===== src/rtl/phase_accumulator.sv =====
// NCO phase accumulator: sums an FTW modulo 2^PHASE_WIDTH, adds a static offset and accepts FTW updates immediately or at the next wrap.
// Defining PHASE_DITHER_EN adds LFSR dither to the phase LSBs. The accumulator and wrap are not dithered.
module phase_accumulator #(
  parameter int PHASE_WIDTH = 32,
  parameter int ADDR_WIDTH  = 8,
  parameter int DITHER_BITS = 8
) (
  input  logic                   clk,
  input  logic                   rst_n,
  input  logic                   enable,
  input  logic                   clear,
  input  logic                   sync_mode,
  input  logic [PHASE_WIDTH-1:0] ftw_data,
  input  logic                   ftw_valid,
  output logic                   ftw_ready,
  input  logic [PHASE_WIDTH-1:0] phase_offset,
  output logic [PHASE_WIDTH-1:0] phase,
  output logic                   phase_valid,
  output logic                   wrap
);

  typedef enum logic {IDLE, PENDING} state_t;

  state_t                 state, state_next;
  logic [PHASE_WIDTH-1:0] acc, acc_next;
  logic [PHASE_WIDTH-1:0] ftw_active, ftw_active_next;
  logic [PHASE_WIDTH-1:0] ftw_pending, ftw_pending_next;
  logic [PHASE_WIDTH:0]   sum;
  logic                   step, carry, transfer;
  logic [PHASE_WIDTH-1:0] dither;

  // Dither must stay below the LUT address bits, and it cannot be wider than the 16-bit LFSR.
  if (DITHER_BITS < 1 || DITHER_BITS > 16 || DITHER_BITS > PHASE_WIDTH - ADDR_WIDTH) begin : g_bad_dither_cfg
    $error("phase_accumulator: DITHER_BITS out of range");
  end

  always_comb begin
    step  = enable & ~clear;
    sum   = {1'b0, acc} + {1'b0, ftw_active};
    carry = step & sum[PHASE_WIDTH];
    if (clear)
      acc_next = '0;
    else if (enable)
      acc_next = sum[PHASE_WIDTH-1:0];
    else
      acc_next = acc;
  end

  assign ftw_ready = (state == IDLE);
  assign transfer  = ftw_valid & ftw_ready;

  // A pending word takes effect after a wrap, after a clear, or when sync_mode is dropped.
  always_comb begin
    state_next       = state;
    ftw_active_next  = ftw_active;
    ftw_pending_next = ftw_pending;
    case (state)
      IDLE: begin
        if (transfer) begin
          if (sync_mode) begin
            ftw_pending_next = ftw_data;
            state_next       = PENDING;
          end else begin
            ftw_active_next = ftw_data;
          end
        end
      end
      PENDING: begin
        if (carry || clear || !sync_mode) begin
          ftw_active_next = ftw_pending;
          state_next      = IDLE;
        end
      end
      default: state_next = IDLE;
    endcase
  end

`ifdef PHASE_DITHER_EN
  logic [15:0] lfsr;

  // Galois LFSR for x^16+x^14+x^13+x^11+1. It advances only on enabled steps.
  always_ff @(posedge clk or negedge rst_n) begin
    if (!rst_n)
      lfsr <= 16'hACE1;
    else if (step)
      lfsr <= {1'b0, lfsr[15:1]} ^ (lfsr[0] ? 16'hB400 : 16'h0000);
  end

  assign dither = {{(PHASE_WIDTH-DITHER_BITS){1'b0}}, lfsr[DITHER_BITS-1:0]};
`else
  assign dither = '0;
`endif

  always_ff @(posedge clk or negedge rst_n) begin
    if (!rst_n) begin
      state       <= IDLE;
      acc         <= '0;
      ftw_active  <= '0;
      ftw_pending <= '0;
      phase       <= '0;
      phase_valid <= 1'b0;
      wrap        <= 1'b0;
    end else begin
      state       <= state_next;
      acc         <= acc_next;
      ftw_active  <= ftw_active_next;
      ftw_pending <= ftw_pending_next;
      phase       <= acc_next + phase_offset + dither;
      phase_valid <= step;
      wrap        <= carry;
    end
  end

endmodule


===== config.mk =====
export PLATFORM = sky130hd
export DESIGN_NAME = phase_accumulator
export DESIGN_NICKNAME = d
export VERILOG_FILES = /design/src/rtl/phase_accumulator.sv
export SDC_FILE = /design/constraint.sdc
export NUM_CORES = 1
export LEC_CHECK = 0
export CORE_ASPECT_RATIO = 0.75
export CORE_MARGIN = 2
export CORE_UTILIZATION = 45
export DETAILED_ROUTE_END_ITERATION = 10
export PLACE_DENSITY = 0.67
export RECOVER_POWER = 50
export SLEW_MARGIN = 0
export SYNTH_ARGS = -nofsm -noshare
export SYNTH_HDL_FRONTEND = slang
export SYNTH_SLANG_ARGS = --single-unit

===== constraint.sdc =====
create_clock -name clk -period 6.85 [get_ports clk]
set_clock_uncertainty 0.05 [all_clocks]
set_input_delay 1.37 -clock clk [delete_from_list [all_inputs] [get_ports clk]]
set_output_delay 1.37 -clock clk [all_outputs]
set_load 0.01 [all_outputs]

* After elaboration in Yosys (flattened, before gate mapping)
Cells that the tools add are included.
Cells by class: add/subtract/negate cells 2, muxes and demuxes 10, bitwise operators 5, reduce and logical (&&, ||, !) cells 5, equal/unequal tests 3
Operators with widths (count):
- 2-to-1 mux 32 bit | 5
- one-hot mux 32 bit (2 select lines) | 1
- adder 32 x 32 -> 33 bit | 1
- adder 32 bit | 1
- AND reduction 3 bit | 2
- != test 2 x 1 -> 1 bit, second input constant | 2
- AND 1 bit | 3
- 2-to-1 mux 1 bit | 3
- logical OR 1 bit | 2
- != test 2 bit, second input constant | 1
- NOT 1 bit | 2
- one-hot mux 1 bit (2 select lines) | 1
- logical NOT 1 bit | 1
Word-level totals: input port bits 70, logic and storage cells 32, register bits after elaboration 131

* Depth between registers and ports, before layout
word-level depth 7, depth in mapped cells 22

* Least setup slack after synthesis
OpenSTA, ideal clock, no wires.
path kind input -> register, start point input enable, end point register phase[30], path slack 2.080 ns, cell stages on the path 17, buffers on the path 3, data arrival time 4.640 ns, cells stage by stage buf_6 clkbuf_1 buf_1 mux2i_1 nor2_1 ha_1 inv_1 fa_1 nor2b_1 o31a_1 o21ai_1 o211ai_1 a41oi_2 o221ai_1 a41oi_1 o211ai_1 xor2_1
Between the ends: longest elaborated chain between the ends 3
Ends and longest elaborated chain:
- start: declaration | line 10 | input logic enable,
- 2-to-1 mux 32 bit | line 43 | else if (enable)
- 2-to-1 mux 32 bit | line 41 | if (clear)
- named net acc_next[0] | line 25 | logic [PHASE_WIDTH-1:0] acc, acc_next;
- adder 32 bit | line 108 | phase <= acc_next + phase_offset + dither;
- end signal: assignment | line 108
- end: declaration | line 17 | output logic [PHASE_WIDTH-1:0] phase,
The timed path passes the listed nets, and every way through them passes these cells. A chain may end at the register's enable or synchronous reset.

* Final worst setup path
start point register ftw_active[0], end point register phase[31]
Between the ends: longest elaborated chain between the ends 4
Ends and longest elaborated chain:
- start: declaration | line 26 | logic [PHASE_WIDTH-1:0] ftw_active, ftw_active_next;
- start signal: assignment | line 106 | ftw_active <= ftw_active_next;
- adder 32 x 32 -> 33 bit | line 39 | sum = {1'b0, acc} + {1'b0, ftw_active};
- 2-to-1 mux 32 bit | line 43
- 2-to-1 mux 32 bit | line 41
- named net acc_next[20] | line 25
- adder 32 bit | line 108
The timed path passes the listed nets, and every way through them passes these cells.

==> reports/qor.csv <==
metric;value;unit
Vias per Instance;5.41;
total power draw;4.87;mW
Cell Chain, Critical Path;ha_1 > inv_1 > fa_1 > nand2b_1 > a21oi_1 > o21ai_1 > a21oi_1 > a41oi_1 > o211ai_1 > a21boi_0 > mux2_2 > a21oi_1 > ha_1 > a21o_1 > a211oi_1 > inv_1 > a221o_1 > a31oi_2 > o21ai_1 > and4b_1 > nor3_1 > xnor2_1;
Async SR Flop Fraction;100;%
buffer and inverter count on the worst path;2;
Required @ worst endpoint;7.14;ns
CTS Hold Buffers Added;0;
CTS Buffer Depth;2;
violated checks;max-capacitance violations, max-slew violations;
overall die height;121;µm
number of warnings issued by yosys;0;
peak fanout along the critical path;5;
number of buffers added by the clock tree synthesis step;17;
Starting DRT DRC Count;486;
post-CTS resize count;0;
startpoint of the worst setup timing path;ftw_active[0]$_DFFE_PN0P_;
number of nets with antenna violations after routing;0;
Critical Path End Type;flip-flop;
number of vias in the routed layout;6325;
fin. max-slew vios;104;
power density over cell area;486;nW/µm²
initial antenna violation count;0;
worst setup path endpoint;phase[31]$_DFF_PN0_;
io pins;105;
highest metal layer with signal wires;met4;
maximum achievable frequency;0.180;GHz
setup slack of the worst register-to-register path;1.29;ns
time the worst path needs with I/O delays and setup;5.56;ns
R2R Path End;phase[31]$_DFF_PN0_;
register bit total from synthesis;131;
GPL Wtd Cong;0.858;
per-instance average area after synthesis;10.1;µm²
detailed-router iteration count before antenna repair;5;
fraction of final layout cells sized beyond drive strength 1;12.3;%
Initial Utilization;46.4;%
Least-Margin Pin Slew;3.74;ns
GRT Resource Usage Total;20.2;%
H-tree level count;4;
Final #Nets;1052;
post-synth cell types;72;
prevailing post-synth register cell;dfrtp_1;
half-perimeter wire length of the detailed placement result;14000;µm
Worst Hold Launch;ftw_pending[4]$_DFFE_PN0P_;
number of buffers inserted by post-CTS setup repair;0;
crit share post-route;81.2;%
post-synthesis instance area;8260;µm²
leakage power of the design;4.47;nW
number of global-route vias before repair;5951;
grt ovf;0;
power dissipated by switching net loads;1.99;mW
clock-pin slew of the registers on the worst-case setup and hold paths;0.06;ns
Chip Width;160;µm
core box area;17800;µm²
Setup Viol. Count Final;0;
depth of the most critical reg-to-reg path;22;
Row Count;42;
Critical Path AT;5.85;ns
total detailed-routing wirelength;19100;µm
top cell family by delay on the critical path;compound AO/OA/AOI/OAI gates;
cell type of the slowest stage on the worst timing path;fa_1;
fraction of power consumed by the clock network;17.8;%
Setup TNS;0;ns
peak per-stage delay on the critical path;0.41;ns
portion of total power attributed to combinational logic;55.7;%
post-synthesis to final-layout area growth;21.2;%
Max rail drop VDD;0.188;mV
sequential share of power;26.4;%
Seq/Total Area, Yosys;39.7;%
Post-Synthesis Cells;821;
pin count of the biggest net entering global routing;70;
max cap viols;2;
wire length on met1;10800;µm
library cell used as clock root buffer;clkbuf_16;
RSZ-0062 raised after global routing;no;
TritonCTS clock tree;done;
overall die area;19500;µm²
buffers added on ports;104;
Critical Path Source Type;flip-flop;
worst slew slack as a fraction of its limit;-149;%
wire length of the first global-routing pass;31200;µm
crit path kind;flip-flop to flip-flop;
count of inserted antenna diode cells;0;
Min-Delay Path Class;flip-flop to flip-flop;
Crit path depth;22;
drt drc;0;
outcome;finished, violations left;
number of failing hold endpoints at the final stage;0;
cell occurring most often along the worst timing path;a21oi_1;
WL/cell;16.3;µm
met3 WL post-DR;976;µm
Worst-Skew Late Latency;0.42;ns
count of clock tree sinks;131;
EDFF count, synth;0;
synthesized net count;956;
beginning of the worst register-to-register path;ftw_active[0]$_DFFE_PN0P_;
layout filler cell count;1590;
switching portion of total power;40.9;%
Internal Pwr Total;2.88;mW
met2 routed wirelength;7150;µm
[kinds of logic after synthesis]
family,Yosys count,share of synthesized area (%)
flip-flops,131,39.7
XOR/XNOR,48,5.09
AO/OA/AOI/OAI,233,20.4
multiplexers,79,10.1
AND/OR/NAND/NOR,205,11.3
adder cells (fa/ha/maj),65,10.0
buffers and inverters,60,3.45
[worst min-delay path by stage]
| stage | slack, ns | depth (start not counted) | to |
|---|---|---|---|
| global route | 0.50 | 1 | ftw_pending[4]$_DFFE_PN0P_ |
| CTS | 0.48 | 1 | ftw_pending[27]$_DFFE_PN0P_ |
| global placement | 0.46 | 1 | ftw_pending[26]$_DFFE_PN0P_ |
| detailed placement | 0.47 | 1 | ftw_pending[27]$_DFFE_PN0P_ |
| finish | 0.48 | 1 | ftw_pending[4]$_DFFE_PN0P_ |
| floorplan | 0.43 | 2 | acc[26]$_DFF_PN0_ |
[metrics by stage]
stage | utilization, % | worst slack [ns] | std cells | hold slack [ns] | instance area (µm²)
2_1_floorplan | - | 2.08 | 821 | 0.425 | 8260
3_3_place_gp | 53.2 | 1.61 | 1140 | 0.464 | 9480
3_5_place_dp | 53.2 | 1.45 | 1140 | 0.473 | 9480
4_1_cts | 56.3 | 1.34 | 1170 | 0.485 | 10000
5_1_grt | 56.2 | 0.675 | 1170 | 0.499 | 10000
6_report | 56.2 | 1.29 | 1170 | 0.483 | 10000
[cell usage after synthesis (2+ instances only)]
library cell  instances  area share [%]
a211oi_1              9            0.82
a21o_1               25             2.3
a21oi_1              65             3.9
a21oi_2               2            0.21
a221o_1               2            0.24
a221oi_1              3            0.32
a2bb2oi_1             2            0.21
a31o_2                2            0.21
a31oi_1               9            0.68
a41oi_1               3            0.32
and2_1                3            0.23
and3_1                7            0.53
buf_1                 3            0.14
buf_2                 6            0.36
buf_4                 5            0.45
buf_6                 3            0.41
clkbuf_1             13            0.59
dfrtp_1             131              40
fa_1                  2            0.48
ha_1                 63             9.5
inv_1                27             1.2
mux2_2               33             4.5
mux2i_1              46             5.6
nand2_1              81             3.7
nand2b_1             11            0.83
nand3_1              14            0.85
nand4_1               3            0.23
nor2_1               56             2.5
nor2b_1               7            0.53
nor3_1               12            0.73
nor4_1                3            0.23
o211ai_1              8            0.73
o21a_1                6            0.55
o21ai_0              29             1.8
o21ai_1               6            0.36
o21ai_2               2            0.21
o21bai_1              5            0.45
o221a_2              32             4.4
o31ai_1               3            0.27
xnor2_1              30             3.2
xor2_1               18             1.9
[cell type report]
| cell class | count | area [µm²] | area share [%] |
|---|---|---|---|
| multi-input cells | 630 | 4710 | 47.0 |
| flip-flops and latches | 131 | 3280 | 32.8 |
| repair buffers | 110 | 1070 | 10.7 |
| clock buffers | 24 | 472 | 4.71 |
| well taps | 242 | 303 | 3.02 |
| inverters | 27 | 101 | 1.01 |
| clock inverters | 6 | 80.1 | 0.800 |
[placed cells by master (no fill, tap or decap), types with 12 or more instances in the layout]
cell type / count
a21oi_1: 64
xnor2_1: 30
nor3_1: 12
mux2_2: 33
dfrtp_1: 130
mux2i_1: 46
xor2_1: 18
nand3_1: 14
inv_1: 27
ha_1: 63
nand2_1: 81
dlygate4sd3_1: 24
clkbuf_16: 17
nor2_1: 56
o221a_2: 32
o21ai_0: 29
clkdlybuf4s50_1: 79
a21o_1: 25
[power groups by stage]
stage | combinational (mW) | clock, mW | sequential [mW]
after global placement | 2.67 | 0 | 1.29
after detailed placement | 2.70 | 0 | 1.29
after global routing | 3.01 | 0.914 | 1.32
after CTS | 2.72 | 0.882 | 1.28
final | 2.71 | 0.868 | 1.28
after floorplan | 2.02 | 0 | 1.25
[sequential cells by signal (all words and copies together), names as in the netlist]
name,count
acc,32
ftw_active,32
ftw_pending,32
phase,32
phase_valid,1
state,1
wrap,1
[routing by layer]
metal,global-route usage [%],vias to the layer above
li1,-,3229
met4,4.73,0
met2,26.7,179
met1,33.2,2904
met5,0,-
met3,3.69,13
No activity file was read; power rests on OpenSTA's default activity.
